**src/rtl/cnt_updown_multi_pkg.sv**
```systemverilog
// Shared types for the multi-channel up/down counter.
//   cnt_state_e : 3-bit code for the action taken on the last clock edge
//   cnt_mode_e  : over/underflow behaviour (wrap or saturate)
//   cnt_dut_e   : tag used to label counter instances in benches
package cnt_typedef_pkg;

    localparam int CNT_STATE_W = 3;

    typedef enum logic [CNT_STATE_W-1:0] {
        INITIAL = 3'd0,
        RESET   = 3'd1,
        PREV    = 3'd2,
        LOAD    = 3'd3,
        UPCNT   = 3'd4,
        DWNCNT  = 3'd5
    } cnt_state_e;

    typedef enum logic {
        WRAP     = 1'b0,
        SATURATE = 1'b1
    } cnt_mode_e;

    typedef enum logic [1:0] {
        DUT_SINGLE = 2'd0,
        DUT_MULTI  = 2'd1
    } cnt_dut_e;

endpackage

```
**src/rtl/cnt_updown_multi_if.sv**
```systemverilog
// Control/status bundle of the multi-channel counter.
//   master : drives sat_mode, clr, load, load_val, up, dwn, flag_clr;
//            receives count, state, tc, flag
//   slave  : the counter side (directions reversed)
interface cnt_updown_multi_if #(
    parameter int WIDTH  = 8,
    parameter int NUM_CH = 2
);
    import cnt_typedef_pkg::*;

    logic                          sat_mode;
    logic [NUM_CH-1:0]             clr;
    logic [NUM_CH-1:0]             load;
    logic [NUM_CH*WIDTH-1:0]       load_val;
    logic [NUM_CH-1:0]             up;
    logic [NUM_CH-1:0]             dwn;
    logic [NUM_CH-1:0]             flag_clr;
    logic [NUM_CH*WIDTH-1:0]       count;
    logic [NUM_CH*CNT_STATE_W-1:0] state;
    logic [NUM_CH-1:0]             tc;
    logic [NUM_CH-1:0]             flag;

    modport master (
        output sat_mode, clr, load, load_val, up, dwn, flag_clr,
        input  count, state, tc, flag
    );

    modport slave (
        input  sat_mode, clr, load, load_val, up, dwn, flag_clr,
        output count, state, tc, flag
    );
endinterface

```
**src/rtl/cnt_updown_multi_ch.sv**
```systemverilog
// One counter channel: clear / load / up / down with wrap or saturate,
// registered terminal-count pulse and sticky over/underflow flag.
//   clk, rst_n       : clock, async active-low reset
//   sat_mode_i       : 0 wrap, 1 saturate at the limits
//   clr_i, load_i    : sync clear to RST_VAL, sync load of load_val_i
//   up_i, dwn_i      : count requests (both high = hold)
//   flag_clr_i       : clears the sticky flag (an event in the same cycle wins)
//   count_o, state_o : registered count and last-action code
//   tc_o, flag_o     : one-cycle event pulse, sticky event flag
module cnt_updown_ch
    import cnt_typedef_pkg::*;
#(
    parameter int WIDTH   = 8,
    parameter int RST_VAL = 0
) (
    input  logic             clk,
    input  logic             rst_n,
    input  logic             sat_mode_i,
    input  logic             clr_i,
    input  logic             load_i,
    input  logic [WIDTH-1:0] load_val_i,
    input  logic             up_i,
    input  logic             dwn_i,
    input  logic             flag_clr_i,
    output logic [WIDTH-1:0] count_o,
    output cnt_state_e       state_o,
    output logic             tc_o,
    output logic             flag_o
);

    localparam logic [WIDTH-1:0] RST_V = WIDTH'(RST_VAL);
    localparam logic [WIDTH-1:0] MAX_V = {WIDTH{1'b1}};
    localparam logic [WIDTH-1:0] MIN_V = {WIDTH{1'b0}};

    logic [WIDTH-1:0] count_q, count_d;
    cnt_state_e       state_q, state_d;
    logic             tc_q, tc_d;
    logic             flag_q, flag_d;
    logic [WIDTH:0]   inc_s;   // MSB is the carry out of count + 1
    logic [WIDTH:0]   dec_s;   // MSB is the borrow out of count - 1
    logic             event_s;
    cnt_mode_e        mode_s;

    // Widened arithmetic so over/underflow comes from carry/borrow, not a compare
    always_comb begin
        inc_s  = {1'b0, count_q} + {{WIDTH{1'b0}}, 1'b1};
        dec_s  = {1'b0, count_q} - {{WIDTH{1'b0}}, 1'b1};
        mode_s = cnt_mode_e'(sat_mode_i);
    end

    // Next-state: priority clr > load > up-only > down-only > hold
    always_comb begin
        count_d = count_q;
        state_d = PREV;
        event_s = 1'b0;
        if (clr_i) begin
            count_d = RST_V;
            state_d = RESET;
        end else if (load_i) begin
            count_d = load_val_i;
            state_d = LOAD;
        end else if (up_i && !dwn_i) begin
            state_d = UPCNT;
            event_s = inc_s[WIDTH];
            case (mode_s)
                WRAP:     count_d = inc_s[WIDTH-1:0];
                SATURATE: count_d = inc_s[WIDTH] ? MAX_V : inc_s[WIDTH-1:0];
                default:  count_d = inc_s[WIDTH-1:0];
            endcase
        end else if (dwn_i && !up_i) begin
            state_d = DWNCNT;
            event_s = dec_s[WIDTH];
            case (mode_s)
                WRAP:     count_d = dec_s[WIDTH-1:0];
                SATURATE: count_d = dec_s[WIDTH] ? MIN_V : dec_s[WIDTH-1:0];
                default:  count_d = dec_s[WIDTH-1:0];
            endcase
        end else begin
            count_d = count_q;
            state_d = PREV;
        end
        tc_d = event_s;
        // A new event takes precedence over a flag clear in the same cycle
        if (event_s) begin
            flag_d = 1'b1;
        end else if (flag_clr_i) begin
            flag_d = 1'b0;
        end else begin
            flag_d = flag_q;
        end
    end

    // Channel state registers
    always_ff @(posedge clk or negedge rst_n) begin
        if (!rst_n) begin
            count_q <= RST_V;
            state_q <= INITIAL;
            tc_q    <= 1'b0;
            flag_q  <= 1'b0;
        end else begin
            count_q <= count_d;
            state_q <= state_d;
            tc_q    <= tc_d;
            flag_q  <= flag_d;
        end
    end

    assign count_o = count_q;
    assign state_o = state_q;
    assign tc_o    = tc_q;
    assign flag_o  = flag_q;

endmodule

```
**src/rtl/cnt_updown_multi.sv**
```systemverilog
// NUM_CH independent WIDTH-bit up/down/load counters sharing a wrap/saturate
// mode. Packed buses on the interface are split per channel here.
//   clk, rst_n : clock, async active-low reset
//   bus        : cnt_updown_multi_if slave modport (controls in, count/state/tc/flag out)
module cnt_updown_multi
    import cnt_typedef_pkg::*;
#(
    parameter int WIDTH   = 8,
    parameter int NUM_CH  = 2,
    parameter int RST_VAL = 0
) (
    input  logic                 clk,
    input  logic                 rst_n,
    cnt_updown_multi_if.slave    bus
);

    logic [NUM_CH*WIDTH-1:0]       count_s;
    logic [NUM_CH*CNT_STATE_W-1:0] state_s;
    logic [NUM_CH-1:0]             tc_s;
    logic [NUM_CH-1:0]             flag_s;

    for (genvar i = 0; i < NUM_CH; i++) begin : g_ch
        cnt_state_e ch_state_s;

        cnt_updown_ch #(
            .WIDTH   (WIDTH),
            .RST_VAL (RST_VAL)
        ) u_ch (
            .clk        (clk),
            .rst_n      (rst_n),
            .sat_mode_i (bus.sat_mode),
            .clr_i      (bus.clr[i]),
            .load_i     (bus.load[i]),
            .load_val_i (bus.load_val[i*WIDTH +: WIDTH]),
            .up_i       (bus.up[i]),
            .dwn_i      (bus.dwn[i]),
            .flag_clr_i (bus.flag_clr[i]),
            .count_o    (count_s[i*WIDTH +: WIDTH]),
            .state_o    (ch_state_s),
            .tc_o       (tc_s[i]),
            .flag_o     (flag_s[i])
        );

        assign state_s[i*CNT_STATE_W +: CNT_STATE_W] = ch_state_s;
    end

    assign bus.count = count_s;
    assign bus.state = state_s;
    assign bus.tc    = tc_s;
    assign bus.flag  = flag_s;

endmodule

```
**src/flat_wrapper.sv**
```systemverilog
// flat-port wrapper written by rule: the top's interface ports become plain ports
module cnt_updown_multi_flat import cnt_typedef_pkg::*;
#(
    parameter int WIDTH   = 8,
    parameter int NUM_CH  = 2,
    parameter int RST_VAL = 0
)
  (clk, rst_n, bus_sat_mode, bus_clr, bus_load, bus_load_val, bus_up, bus_dwn, bus_flag_clr, bus_count, bus_state, bus_tc, bus_flag);
  cnt_updown_multi_if #(.WIDTH(WIDTH), .NUM_CH(NUM_CH)) bus_i ();
  input  logic clk;
  input  logic rst_n;
  input wire logic [$bits(bus_i.sat_mode)-1:0] bus_sat_mode;
  input wire logic [$bits(bus_i.clr)-1:0] bus_clr;
  input wire logic [$bits(bus_i.load)-1:0] bus_load;
  input wire logic [$bits(bus_i.load_val)-1:0] bus_load_val;
  input wire logic [$bits(bus_i.up)-1:0] bus_up;
  input wire logic [$bits(bus_i.dwn)-1:0] bus_dwn;
  input wire logic [$bits(bus_i.flag_clr)-1:0] bus_flag_clr;
  output wire logic [$bits(bus_i.count)-1:0] bus_count;
  output wire logic [$bits(bus_i.state)-1:0] bus_state;
  output wire logic [$bits(bus_i.tc)-1:0] bus_tc;
  output wire logic [$bits(bus_i.flag)-1:0] bus_flag;
  assign bus_i.sat_mode = bus_sat_mode;
  assign bus_i.clr = bus_clr;
  assign bus_i.load = bus_load;
  assign bus_i.load_val = bus_load_val;
  assign bus_i.up = bus_up;
  assign bus_i.dwn = bus_dwn;
  assign bus_i.flag_clr = bus_flag_clr;
  assign bus_count = bus_i.count;
  assign bus_state = bus_i.state;
  assign bus_tc = bus_i.tc;
  assign bus_flag = bus_i.flag;
  cnt_updown_multi #(.WIDTH(WIDTH), .NUM_CH(NUM_CH), .RST_VAL(RST_VAL)) u_core (.clk(clk), .rst_n(rst_n), .bus(bus_i));
endmodule
```
**config.mk**
```make
export PLATFORM = sky130hd
export DESIGN_NAME = cnt_updown_multi_flat
export DESIGN_NICKNAME = d
export VERILOG_FILES = /design/src/rtl/cnt_updown_multi_pkg.sv /design/src/rtl/cnt_updown_multi_if.sv /design/src/rtl/cnt_updown_multi_ch.sv /design/src/rtl/cnt_updown_multi.sv /design/src/flat_wrapper.sv
export SDC_FILE = /design/constraint.sdc
export NUM_CORES = 1
export LEC_CHECK = 0
export ABC_AREA = 1
export ABC_CLOCK_PERIOD_IN_PS = 1400
export CAP_MARGIN = 10
export CORE_ASPECT_RATIO = 0.9
export CORE_MARGIN = 5
export CORE_UTILIZATION = 30
export CTS_CLUSTER_DIAMETER = 150
export DETAILED_ROUTE_END_ITERATION = 16
export HOLD_SLACK_MARGIN = 0.02
export SLEW_MARGIN = 20
export SYNTH_ARGS = -nofsm -noshare
export SYNTH_HDL_FRONTEND = slang
export SYNTH_SLANG_ARGS = --single-unit
```
**constraint.sdc**
```tcl
create_clock -name clk -period 1.4 [get_ports clk]
set_input_delay 0.28 -clock clk [delete_from_list [all_inputs] [get_ports clk]]
set_output_delay 0.28 -clock clk [all_outputs]
set_load 0.1 [all_outputs]
```
Word-level counts from Yosys, hierarchy flattened

Index checks and enable logic that the tools add are counted.

Divide/modulo/power cells: 0
Add/subtract/negate cells: 4
$lt $le $gt $ge: 0
Multiply operators: 0
Shift operators: 0
Multiplexer cells: 36
Bitwise gates (word level): 1
Reductions and logical operators: 12
Equality and inequality tests: 0

Operator list:

| cell                | count |
|---|---|
| $mux 8              | 12 |
| $pmux 8 s2          | 4 |
| $mux 3              | 8 |
| $add 8x1->9 const B | 2 |
| $sub 8x1->9 const B | 2 |
| $mux 1              | 12 |
| $reduce_bool 4->1   | 2 |
| $logic_and 1x1->1   | 4 |
| $logic_not 1->1     | 4 |
| $reduce_bool 2->1   | 2 |
| $not 1->1           | 1 |

Logic and storage cells: 61
Memories: 0
Output and inout port bits: 26
Bits in writable memories: 0
Latch bits: 0
ROM bits: 0
Register bits: 26

Depth between registers and ports, before layout

Depth in word-level cells: 7
Depth in mapped cells: 11
Mapped depth without buffers: 11

By module

A second synthesis with hierarchy kept.

Cells, all modules: 366
Area total of the unflattened synthesis: 2302.2 um^2

Modules (own cells, without submodules):

| module        | instances | cells each | area each (um^2) |
|---|---|---|---|
| cnt_updown_ch | 2         | 183        | 1151.1 |

Least setup slack after synthesis

Ideal clock, no wire load.

Kind: register to register
From: register u_core.g_ch[1].u_ch.count_q[1]
To: register u_core.g_ch[1].u_ch.count_q[7]
Setup time: 68 ps
Buffers on the path: 0
Period minus slack after synthesis: 2168 ps
Slack: -768 ps
Arrival time: 2100 ps
Cell stages (with the launch flop): 10
Cells stage by stage: dfrtp_1 ha_1 nand3_2 nor2_4 nand4_2 nand3_1 nand2_1 nand2_1 nand2_1 nand2_1

Longest elaborated chain between the ends: 7
Elaborated cells between the ends (all ways): 10

Ends and longest elaborated chain:

| what                   | RTL line                   | RTL |
|---|---|---|
| from (decl)            | cnt_updown_multi_ch.sv:35  | `logic [WIDTH-1:0] count_q, count_d;` |
| from (signal assigned) | cnt_updown_multi_ch.sv:101 | `count_q <= count_d;` |
| $sub 8x1->9            | cnt_updown_multi_ch.sv:47  | `dec_s = {1'b0, count_q} - {{WIDTH{1'b0}}, 1'b1};` |
| $mux 8                 | cnt_updown_multi_ch.sv:75  | `SATURATE: count_d = dec_s[WIDTH] ? MIN_V : dec_s[WIDTH-1:0];` |
| $pmux 8 s2             | cnt_updown_multi_ch.sv:73  | `case (mode_s)` |
| $mux 8                 | cnt_updown_multi_ch.sv:70  | `end else if (dwn_i && !up_i) begin` |
| $mux 8 (*)             | cnt_updown_multi_ch.sv:62  | `end else if (up_i && !dwn_i) begin` |
| $mux 8 (*)             | cnt_updown_multi_ch.sv:59  | `end else if (load_i) begin` |
| $mux 8 (*)             | cnt_updown_multi_ch.sv:56  | `if (clr_i) begin` |

Every way passes the cells marked *; elsewhere a longest branch is shown, timed or not. The select of a mux whose other input is x is not followed.
A chain may end at the register's enable or synchronous reset.

Worst setup path after layout

From: register u_core.g_ch[1].u_ch.count_q[1]
To: register u_core.g_ch[1].u_ch.count_q[2]

Same word-level chain as after synthesis.

==> summary.txt <==
status -> finished, violations left
failing checks -> setup timing
DP Area -> 3790 um^2
RSZ-0062 raised after global routing -> yes
Vias -> 2699
Slew Limit Fails -> 0
syn nets -> 411
fin worst setup slack -> -167 ps
Syn-to-layout area delta -> 77.7%
Global Route Usage Sum -> 0.158
Clock Sinks -> 26
Ports -> 55
die height -> 93.5 um
Design Power -> 3.85 mW
number of H-tree levels -> 1
placed cells -> 567
row count -> 30
Clock Latency Late Sink -> 280 ps
CTS Buf Count -> 3
most frequent cell on the critical path -> nand2_1
grt total ovfl -> 0
top-count cell post-synth -> nand2_1
Die W -> 103 um
DP Wirelength -> 5820 um
syn avg cell area -> 6.25 um^2
PortBufs -> 54
CTS clock-pin slew for the worst setup and hold paths -> 100 ps
initial antenna violation count -> 0
top cells by count, synth -> nand2_1 (147), inv_1 (52), nand3_1 (27)
WP data required -> 1580 ps
Initial Util -> 0.308
slowest stage delay, CP -> 530 ps
Initial DRC Count -> 134
Final #Nets -> 530
sequential-to-total area share from yosys stat -> 0.280
EDFF count, synth -> 0
Post-Syn Area -> 2330 um^2
final setup violation count -> 25
Final Cell Area -> 4130 um^2
Core ar. -> 7540 um^2
Remaining DRCs -> 0
Final Critical Period -> 1570 ps
worst slack at placement -> -540 ps
Leakage Power -> 2.07 nW
Worst Path Max Fanout -> 8
top_reg_cell synth -> dfrtp_1
first-pass GRT wire length -> 12300 um
Fin. Hold Viols -> 0
CP arrival -> 1740 ps
largest net degree at the start of global routing -> 27
top-area cell type share of the netlist area -> 0.280
layout cells sized above 1 -> 0.371
Yosys reg bits -> 26
diodes inserted -> 0
Slew headroom -> 0.755
hold slack final -> 352 ps
PD cells -> 933 nW/um^2
CTS tree -> done
maximum vdd ir drop -> 0.444 mV
Max Cap Viol -> 0
Avg WL per Cell -> 13.0 um
drt first pass iters -> 5
Syn Inst Count -> 372
vias per cell -> 4.61
die area -> 9620 um^2
fin crit share -> 1.12
area leader, netlist -> dfrtp_1
Synth cell types -> 32
Critical Path Source Type -> register
Final GP Congestion -> 0.878
clock root cell -> clkbuf_8
Area contributors post-synth -> dfrtp_1 (28%), nand2_1 (24%), inv_1 (8.4%), nand3_1 (5.8%), ha_1 (5.4%)
Max Root-Sink Buffers -> 2
WS Path Type -> reg2reg
clock skew -> 3.19 ps
Worst R2R Path Depth -> 11
Least-Margin Pin Slew -> 366 ps
Hold WC Path Type -> in2async
FMAX -> 638 MHz
critical path's slowest cell -> dfrtp_4
crit end category -> register
drt total wl -> 7600 um
asr flop ratio synth -> 1.00
Finished Layout Cells -> 586
crit path cell chain -> inv_4 > ha_4 > nand2_4 > nor2_4 > nand3_4 > nand2_1 > nand2_1 > nand2_1 > nand2_1 > nand2_1 > nand2_1
vias in the first global route -> 2666
Warnings, synthesis -> 0
Final ANT Viol Nets -> 0
power by group:
part,switching (mW),internal [mW]
combinational,1.28,0.967
clock,0.273,0.383
sequential,0.107,0.841
total,1.66,2.19
layer usage:
| metal | vias to the layer above | routed length (um) | global-route usage |
|---|---|---|---|
| met3 | 2 | 285 | 0.0127 |
| met1 | 1266 | 3600 | 0.227 |
| met4 | 0 | 44 | 0.0291 |
| li1 | 1373 | - | - |
| met5 | - | 0 | 0 |
| met2 | 58 | 3670 | 0.260 |
path summary, 6_finish.rpt:
check / startpoint / to / slack, ps
setup reg to reg: u_core.g_ch[1].u_ch.count_o[1] / u_core.g_ch[1].u_ch.count_o[2] / -170
min in group clk: u_core.g_ch[0].u_ch.flag_o / u_core.g_ch[0].u_ch.flag_o / 560
hold / removal: rst_n / u_core.g_ch[1].u_ch.state_o[1] / 350
max in group asynchronous: rst_n / u_core.g_ch[0].u_ch.count_o[6] / 860
hold reg to reg: u_core.g_ch[0].u_ch.flag_o / u_core.g_ch[0].u_ch.flag_o / 560
setup / recovery: u_core.g_ch[1].u_ch.count_o[1] / u_core.g_ch[1].u_ch.count_o[2] / -170
kinds of logic (layout without fill, tap and decap cells):
group | Yosys count | count (layout) | synth area share
adder cells (fa/ha/maj) | 10 | 10 | 0.0538
AND/OR/NAND/NOR | 223 | 223 | 0.416
flip-flops | 26 | 26 | 0.280
buffers and inverters | 72 | 190 | 0.140
XOR/XNOR | 10 | 10 | 0.0377
AO/OA/AOI/OAI | 31 | 31 | 0.0726
area by class of cell:
class	instances	area, um^2
flip-flops and latches	26	696
fillers	729	3410
clock buffers	3	41.3
repair buffers	128	1440
multi-input cells	274	1570
well taps	96	120
clock inverters	1	30.0
inverters	58	231
stage by stage:
stage	TNS [ps]	utilization
after global placement	-8560	0.503
after global routing	-4340	0.548
after CTS	-1980	0.530
after detailed placement	-8670	0.503
after floorplan	-3400	-
final	-2440	0.548
repair_timing:
action,in CTS,in global routing
hold buffers,0,0
pin swaps,15,16
buffers inserted,10,7
gates resized for setup,21,29
cloned,0,0
setup endpoints to repair,28,32
registers in the layout (all words and copies together) (netlist names):
signal / cells
u_core.g_ch.u_ch.state_o: 6
u_core.g_ch.u_ch.count_o: 16
u_core.g_ch.u_ch.tc_o: 2
u_core.g_ch.u_ch.flag_o: 2
critical path: cells and delay by family, from the launching register on:
| family | cells | cell delay, ps |
|---|---|---|
| simple gates | 9 | 730 |
| flops | 1 | 530 |
| fa+ha+maj | 1 | 130 |
| buf+inv | 1 | 70 |
layout by cell type, fill, tap and decap left out:
| master | n |
|---|---|
| nand3_1 | 23 |
| nor3b_2 | 1 |
| nand3_2 | 6 |
| clkinv_1 | 1 |
| nand3_4 | 2 |
| clkinv_2 | 1 |
| xor2_1 | 9 |
| xnor2_1 | 1 |
| clkbuf_8 | 3 |
| nand4_4 | 1 |
| a31oi_1 | 1 |
| nor2_4 | 10 |
| a21oi_1 | 3 |
| o21ai_1 | 4 |
| buf_6 | 16 |
| ha_4 | 4 |
| nand2_1 | 133 |
| nand2_4 | 4 |
| o21ai_2 | 3 |
| bufinv_16 | 1 |
| o22ai_2 | 1 |
| buf_12 | 28 |
| inv_4 | 5 |
| nor2_2 | 4 |
| inv_1 | 46 |
| o31ai_1 | 1 |
| dfrtp_2 | 6 |
| clkdlybuf4s50_1 | 28 |
| or2_0 | 1 |
| o21ai_0 | 16 |
| or2_2 | 3 |
| ha_1 | 6 |
| buf_4 | 56 |
| inv_2 | 5 |
| nand4_1 | 6 |
| nand2_2 | 12 |
| nor2_1 | 17 |
| o211ai_1 | 2 |
| dfrtp_1 | 10 |
| dfrtp_4 | 10 |
Note: power is estimated with default switching activity, not from simulation.
